File: src/rtl/conv_kernel_ctrl.sv
// Kernel/divisor configuration controller for the 5x5 RGB convolution filter.
// Presets or a user bank are swapped into h/scale_down only at a frame boundary.
module conv_kernel_ctrl #(
    parameter int WIDTH  = 320,
    parameter int HEIGHT = 240,
    parameter int N      = 25,
    parameter int COEF_W = 32
) (
    input  logic                       clk,
    input  logic                       reset,
    input  logic [1:0]                 mode_sel,
    input  logic                       cfg_we,
    input  logic [4:0]                 cfg_addr,
    input  logic [31:0]                cfg_wdata,
    input  logic                       cfg_commit,
    input  logic                       pix_valid,
    input  logic                       pix_ready,
    output logic [N-1:0][COEF_W-1:0]   h,
    output logic [15:0]                scale_down,
    output logic [1:0]                 active_mode,
    output logic                       pending,
    output logic                       frame_end,
    output logic                       cfg_err
);

    localparam int PIX   = WIDTH * HEIGHT;
    localparam int CNT_W = (PIX > 1) ? $clog2(PIX) : 1;

    typedef logic [N-1:0][COEF_W-1:0] kernel_t;
    typedef enum logic {IDLE = 1'b0, PENDING = 1'b1} state_t;

    // Taps are signed two's complement; 1024 is unity gain after the filter's >>10.
    function automatic kernel_t identity_k();
        kernel_t k;
        k = '0;
        k[N/2] = COEF_W'(1024);
        return k;
    endfunction

    function automatic int gauss_w(input int r, input int c);
        int rr, cc, lo, hi;
        rr = (r > 2) ? 4 - r : r;
        cc = (c > 2) ? 4 - c : c;
        lo = (rr < cc) ? rr : cc;
        hi = (rr < cc) ? cc : rr;
        case ({lo[1:0], hi[1:0]})
            4'b0000: return 1;
            4'b0001: return 4;
            4'b0010: return 7;
            4'b0101: return 16;
            4'b0110: return 26;
            4'b1010: return 41;
            default: return 0;
        endcase
    endfunction

    function automatic kernel_t gauss_k();
        kernel_t k;
        for (int i = 0; i < N; i++) k[i] = COEF_W'(gauss_w(i / 5, i % 5) * 1024);
        return k;
    endfunction

    function automatic kernel_t lap_k();
        kernel_t k;
        for (int i = 0; i < N; i++) k[i] = (i == N/2) ? COEF_W'(24 * 1024) : COEF_W'(-1024);
        return k;
    endfunction

    state_t           state, state_nx;
    logic [CNT_W-1:0] cnt;
    logic             hs;
    logic             commit_pend, commit_pend_nx;
    logic             commit_user;
    logic             swap;
    kernel_t          shadow_h, shadow_h_nx, stage_h, swap_h;
    logic [15:0]      shadow_sd, shadow_sd_nx, stage_sd, swap_sd;
    logic             err_set;

    // A pixel transfers on any cycle where pix_valid and pix_ready are both high;
    // neither side is assumed to wait for the other, and no handshake means the counter holds.
    assign hs          = pix_valid & pix_ready;
    assign frame_end   = hs && (cnt == CNT_W'(PIX - 1));
    assign pending     = (state == PENDING);
    assign commit_user = cfg_commit && (active_mode == 2'd3);

    // Shadow-bank update; same-cycle write is visible to a commit on this edge.
    always_comb begin
        shadow_h_nx  = shadow_h;
        shadow_sd_nx = shadow_sd;
        err_set      = 1'b0;
        if (cfg_we) begin
            if (cfg_addr < 5'(N)) begin
                shadow_h_nx[cfg_addr] = COEF_W'(cfg_wdata);
            end else if (cfg_addr == 5'(N)) begin
                shadow_sd_nx = (cfg_wdata[15:0] == 16'd0) ? 16'd1 : cfg_wdata[15:0];
                err_set      = (cfg_wdata[15:0] == 16'd0);
            end else begin
                err_set = 1'b1;
            end
        end
    end

    always_comb begin
        swap_h  = identity_k();
        swap_sd = 16'd1;
        case (mode_sel)
            2'd1: begin swap_h = gauss_k(); swap_sd = 16'd273; end
            2'd2: begin swap_h = lap_k();   swap_sd = 16'd1;   end
            2'd3: begin swap_h = stage_h;   swap_sd = stage_sd; end
            default: ;
        endcase
    end

    always_comb begin
        state_nx       = state;
        commit_pend_nx = commit_pend;
        swap           = 1'b0;
        case (state)
            IDLE: begin
                if (mode_sel != active_mode || commit_user) begin
                    state_nx       = PENDING;
                    commit_pend_nx = commit_user;
                end
            end
            PENDING: begin
                if (commit_user) commit_pend_nx = 1'b1;
                if (mode_sel == active_mode && !commit_pend && !commit_user) begin
                    state_nx       = IDLE;
                    commit_pend_nx = 1'b0;
                end else if (frame_end) begin
                    // A commit on the swap edge misses this swap and re-arms for the next frame.
                    swap           = 1'b1;
                    state_nx       = (cfg_commit && mode_sel == 2'd3) ? PENDING : IDLE;
                    commit_pend_nx = cfg_commit && (mode_sel == 2'd3);
                end
            end
            default: state_nx = IDLE;
        endcase
    end

    always_ff @(posedge clk) begin
        if (reset) begin
            state       <= IDLE;
            cnt         <= '0;
            commit_pend <= 1'b0;
            cfg_err     <= 1'b0;
            shadow_h    <= identity_k();
            shadow_sd   <= 16'd1;
            stage_h     <= identity_k();
            stage_sd    <= 16'd1;
            h           <= identity_k();
            scale_down  <= 16'd1;
            active_mode <= 2'd0;
        end else begin
            state       <= state_nx;
            commit_pend <= commit_pend_nx;
            if (err_set) cfg_err <= 1'b1;
            if (hs) cnt <= frame_end ? '0 : cnt + 1'b1;
            shadow_h  <= shadow_h_nx;
            shadow_sd <= shadow_sd_nx;
            if (cfg_commit) begin
                stage_h  <= shadow_h_nx;
                stage_sd <= shadow_sd_nx;
            end
            if (swap) begin
                h           <= swap_h;
                scale_down  <= swap_sd;
                active_mode <= mode_sel;
            end
        end
    end

endmodule

File: config.mk
export PLATFORM = sky130hd
export DESIGN_NAME = conv_kernel_ctrl
export DESIGN_NICKNAME = d
export VERILOG_FILES = /design/src/rtl/conv_kernel_ctrl.sv
export SDC_FILE = /design/constraint.sdc
export NUM_CORES = 2
export LEC_CHECK = 0
export CAP_MARGIN = 10
export CORE_ASPECT_RATIO = 0.8
export CORE_MARGIN = 4
export CORE_UTILIZATION = 50
export CTS_CLUSTER_DIAMETER = 50
export CTS_CLUSTER_SIZE = 8
export DETAILED_ROUTE_END_ITERATION = 10
export DONT_BUFFER_PORTS = 1
export PLACE_DENSITY_LB_ADDON = 0.25
export SLEW_MARGIN = 0
export SYNTH_ARGS = -nofsm -noshare
export SYNTH_HDL_FRONTEND = slang
export SYNTH_SLANG_ARGS = --single-unit
File: constraint.sdc
create_clock -name clk -period 3.3 [get_ports clk]
set_input_delay 0.99 -clock clk [delete_from_list [all_inputs] [get_ports clk]]
set_output_delay 0.99 -clock clk [all_outputs]
set_load 0.02 [all_outputs]
**Word-level counts from Yosys, hierarchy flattened**

Cells that the tools add are included.

- Input port bits: 45
- Logic and storage cells: 138
- Register bits: 2470

- Bitwise gates (word level): 2
- Add/subtract/negate cells: 1
- Reductions and logical operators: 11
- Magnitude comparators: 3
- Muxes and demuxes: 28
- Eq/ne operators: 10

Operators with widths:

| cell | count |
|---|---|
| 800-bit one-hot mux with 3 select lines | 1 |
| 800-bit two-way mux | 2 |
| 800-bit bitwise mux | 1 |
| 32-bit demux with 5-bit select | 1 |
| 16-bit two-way mux | 4 |
| 32-bit two-way mux | 1 |
| 16-bit one-hot mux with 2 select lines | 1 |
| 17-bit by 1-bit adder with 17-bit output, second input constant | 1 |
| 17-bit == test, second input constant | 1 |
| 17-bit two-way mux | 1 |
| 16-bit logical NOT | 1 |
| 1-bit two-way mux | 14 |
| 2-bit == test, second input constant | 3 |
| 1-bit logical AND | 6 |
| 5-bit by 6-bit less-than comparator with 1-bit output, second input constant | 1 |
| 5-bit == test, second input constant | 1 |
| 5-bit by 1-bit >= comparator with 1-bit output, second input constant | 1 |
| 5-bit less-than comparator, second input constant | 1 |
| 4-bit by 2-bit != test with 1-bit output, second input constant | 1 |
| 1-bit one-hot mux with 2 select lines | 2 |
| 2-bit by 1-bit == test with 1-bit output, second input constant | 1 |
| 2-bit == test | 1 |
| 1-bit logical NOT | 2 |
| 2-bit != test | 1 |
| other kinds (5) | 5 |

**Logic depth before layout (Yosys ltp)**

- Depth in word-level cells: 7
- Gate-level depth with buffers: 9
- Gate-level depth less buffers: 6

**Worst setup path before layout**

Ideal clock, no wire load.

- Path type: input to output
- Start: input port pix_valid
- End: output port frame_end
- Stages on the path: 4
- Data required time: 2.310 ns
- Path slack: 0.360 ns
- Arrival: 1.950 ns
- Path through: nand3_1 > nor4_4 > and2_0 > clkbuf_1

- Longest elaborated chain between the ends: 2

Ends and longest elaborated chain:

| item | line | RTL |
|---|---|---|
| start: declaration | 16 | `input logic pix_valid,` |
| 1-bit AND | 81 | `assign hs = pix_valid & pix_ready;` |
| 1-bit logical AND | 82 | `assign frame_end = hs && (cnt == CNT_W'(PIX - 1));` |
| end: declaration | 22 | `output logic frame_end,` |

No other way between the ends.

==> results.sh <==
export IMPL_cts_sinks=2470
export IMPL_setup_violations=0
export IMPL_pin_count=866
export IMPL_synth_top_area_frac=0.554
export IMPL_crit_fanout=190
export IMPL_gp_congestion=0.820
export IMPL_route_detailed_drc=0
export IMPL_critical_path_cell_chain="buf_16 -> buf_16 -> buf_16 -> bufbuf_16 -> nor2_1 -> a211oi_1"
export IMPL_drtAntennaViolNets=0
export IMPL_crit_start="cfg_commit"
export IMPL_clock_root_buffer="clkbuf_16"
export IMPL_utilization=0.567
export IMPL_wl_mm=284
export IMPL_post_route_min_period_ns=3.29
export IMPL_grtUsageTotal=0.292
export IMPL_post_place_cells=11400
export IMPL_hold_viol=0
export IMPL_crit_slowest_cell="bufbuf_16"
export IMPL_ys_seq_elements=2470
export IMPL_clk_pin_slew_worst_paths_ns=0.05
export IMPL_path_common_cell="buf_16"
export IMPL_crit_cells=6
export IMPL_fin_area_sq_um=100000
export IMPL_slew_viol_final=45
export IMPL_htree_num_levels=5
export IMPL_fp_dieH_um=386
export IMPL_coreArea_sq_um=177000
export IMPL_clock_path_buffers=4
export IMPL_synthTopCellsByCount="2470 x dfxtp_1, 1664 x nor2_1, 846 x nand2_1"
export IMPL_grt_overflow=0
export IMPL_synth_cells=9807
export IMPL_grt_pass1_vias=65500
export IMPL_slowest_delay_ns=0.77
export IMPL_antenna_found_initial=15
export IMPL_hpwl_mm=160
export IMPL_fmax_ghz=0.304
export IMPL_worstMarginPinSlew_ns=1.53
export IMPL_dpl_cell_area_sq_um=90800
export IMPL_netlist_cell_type_count=49
export IMPL_violations="max-slew violations"
export IMPL_syn_num_nets=9853
export IMPL_total_power_mw=65.2
export IMPL_fill_cells=15400
export IMPL_startpoint_type="input pin"
export IMPL_syn_avg_cell_area_sq_um=9.10
export IMPL_drt_iter0_drc=7069
export IMPL_viasPerCell=5.88
export IMPL_ys_seq_area_frac=0.554
export IMPL_layout_drive_gt1_share=0.0669
export IMPL_fin_crit_sh=0.996
export IMPL_slew_headroom=-0.0224
export IMPL_arrival_ns=4.14
export IMPL_p_leak_nw=37.5
export IMPL_r2r_cells=8
export IMPL_fin_ws_ns=0.0119
export IMPL_numCtsBuffers=363
export IMPL_ys_top_cells_by_area="dfxtp_1 55%, mux2i_1 8.9%, nor2_1 7.0%, a211oi_1 6.8%, a21oi_1 4.6%"
export IMPL_final_nets=9446
export IMPL_port_buffers=0
export IMPL_outcome="complete, but fails checks"
export IMPL_clk_latency_ns=0.96
export IMPL_cp_top_family="buffers and inverters"
export IMPL_crit_path_end="stage_h[693]$_SDFFE_PP0P_"
export IMPL_timing_rr_end="h[552]$_SDFFE_PP0P_"
export IMPL_yosysTopAreaCell="dfxtp_1"
export IMPL_crit_buf_inv=4
export IMPL_cp_end_kind="flip-flop"
export IMPL_min_path_type="in2reg"
export IMPL_peakVddDrop_v=0.000472
export IMPL_synth_edf_count=0
export IMPL_stdcell_count=11800
export IMPL_netlist_area_sq_um=89200
export IMPL_grt_start_max_net_pins=502
export IMPL_fin_skew_ns=0.0868
export IMPL_powerDensity_nw_per_um2=649
export IMPL_cp_required_ns=4.15
export IMPL_cts_tree="built"
export IMPL_yosysWarnings=0
export IMPL_worst_setup_path_type="in2reg"
export IMPL_initial_core_util=0.504
export IMPL_rows=138
export IMPL_die_area_sq_um=185000
export IMPL_synthFlopType="dfxtp_1"
export IMPL_area_delta_synth_final_pct=12.5
export IMPL_dieWidth_um=480
export IMPL_yosysMostFrequentCell="dfxtp_1"
export IMPL_reg2reg_slack_ns=0.65
export IMPL_dr_pass1_iters=7
export IMPL_post_drt_wl_per_cell_um=24.0
export IMPL_maxCapViolCount=0
export IMPL_place_ws_ns=-1.48
export IMPL_reg2reg_from="active_mode[0]$_SDFFE_PP0P_"
export IMPL_vias=69400
export IMPL_async_flop_share=0
export IMPL_grt_pass1_wl_mm=417
final cells by class:
type                    instances  area, sq um  share of cell area
flip-flops and latches       2470        49400               0.492
multi-input cells            6357        35800               0.357
clock buffers                 372         9270              0.0923
well taps                    2380         2980              0.0297
repair buffers                202         2650              0.0264
clock inverters                16          200             0.00199
inverters                       6         22.5            0.000224
diodes                          1         2.50           0.0000249
timing repair:
action,in CTS,in global routing
hold buffers,0,0
setup buffers,1,2
pin swaps,2,2
setup endpoints to repair,146,664
gates cloned,2,1
gates resized for setup,2,4
cell usage in the layout (no fill, tap or decap), types with 117 or more instances in the layout:
cell       instances
nand2_1          833
mux2i_1          797
buf_4            117
nand3_1          783
clkbuf_16        370
nand2b_1         496
a21oi_1          823
dfxtp_1         2469
nor2_1          1656
a211oi_1         814
layer usage:
metal,wire length [um],up-vias,share of wire,global-route usage
met5,0,-,0,0
met1,117000,33900,0.41,0.375
met4,13700,0,0.048,0.139
met3,21700,646,0.076,0.0668
li1,-,32300,-,-
met2,132000,2570,0.46,0.464
stage by stage:
stage	hold slack, ns	TNS [ns]
2_1_floorplan	0.442	0
4_1_cts	0.176	0
5_1_grt	0.193	-0.00114
3_5_place_dp	0.457	-997.18
3_3_place_gp	0.452	-898.16
6_report	0.218	0
power breakdown:
group | total [mW] | internal, mW | leakage [nW] | switching, mW
Clock | 31.9 | 19.7 | 4.66 | 12.3
Sequential | 30.8 | 30.5 | 20.0 | 0.299
Combinational | 2.44 | 0.836 | 12.8 | 1.60
Total | 65.2 | 51.0 | 37.5 | 14.2
worst min-delay path by stage:
stage                          endpoint  depth (start not counted)                      from  slack, ns
2_1_floorplan  shadow_h[394]$_SDFF_PP1_                          2  shadow_h[394]$_SDFF_PP1_       0.44
3_3_place_gp        cnt[1]$_SDFFE_PP0P_                          2       cnt[1]$_SDFFE_PP0P_       0.45
3_5_place_dp         h[36]$_SDFFE_PP0P_                          2  stage_h[36]$_SDFFE_PP0P_       0.46
4_1_cts        shadow_h[759]$_SDFF_PP0_                          2             cfg_wdata[23]       0.18
5_1_grt        shadow_h[603]$_SDFF_PP0_                          2             cfg_wdata[27]       0.19
6_report       shadow_h[751]$_SDFF_PP0_                          2             cfg_wdata[15]       0.22
cell families (layout without fill, tap and decap cells):
family	count (synthesis)	in the layout	share of synthesized area
simple gates	3833	3833	0.188
flops	2470	2470	0.554
fa+ha+maj	1	1	0.000140
mux	797	797	0.0894
compound gates	1709	1709	0.121
other cells	0	1	0
xor+xnor	17	17	0.00167
buf+inv	980	596	0.0462
worst register-to-register path: cells and delay by family, from the launching register on:
family | cells | cell delay [ns]
AO/OA/AOI/OAI | 3 | 0.52
AND/OR/NAND/NOR | 2 | 0.43
flip-flops | 1 | 0.66
buffers and inverters | 3 | 0.95
registers in the layout (all words and copies together), names as in the netlist:
signal / flops
active_mode: 2
cfg_err: 1
pending: 1
h: 800
shadow_sd: 16
stage_sd: 16
stage_h: 800
cnt: 17
shadow_h: 800
scale_down: 16
commit_pend: 1
(Power assumes the default switching activity.)
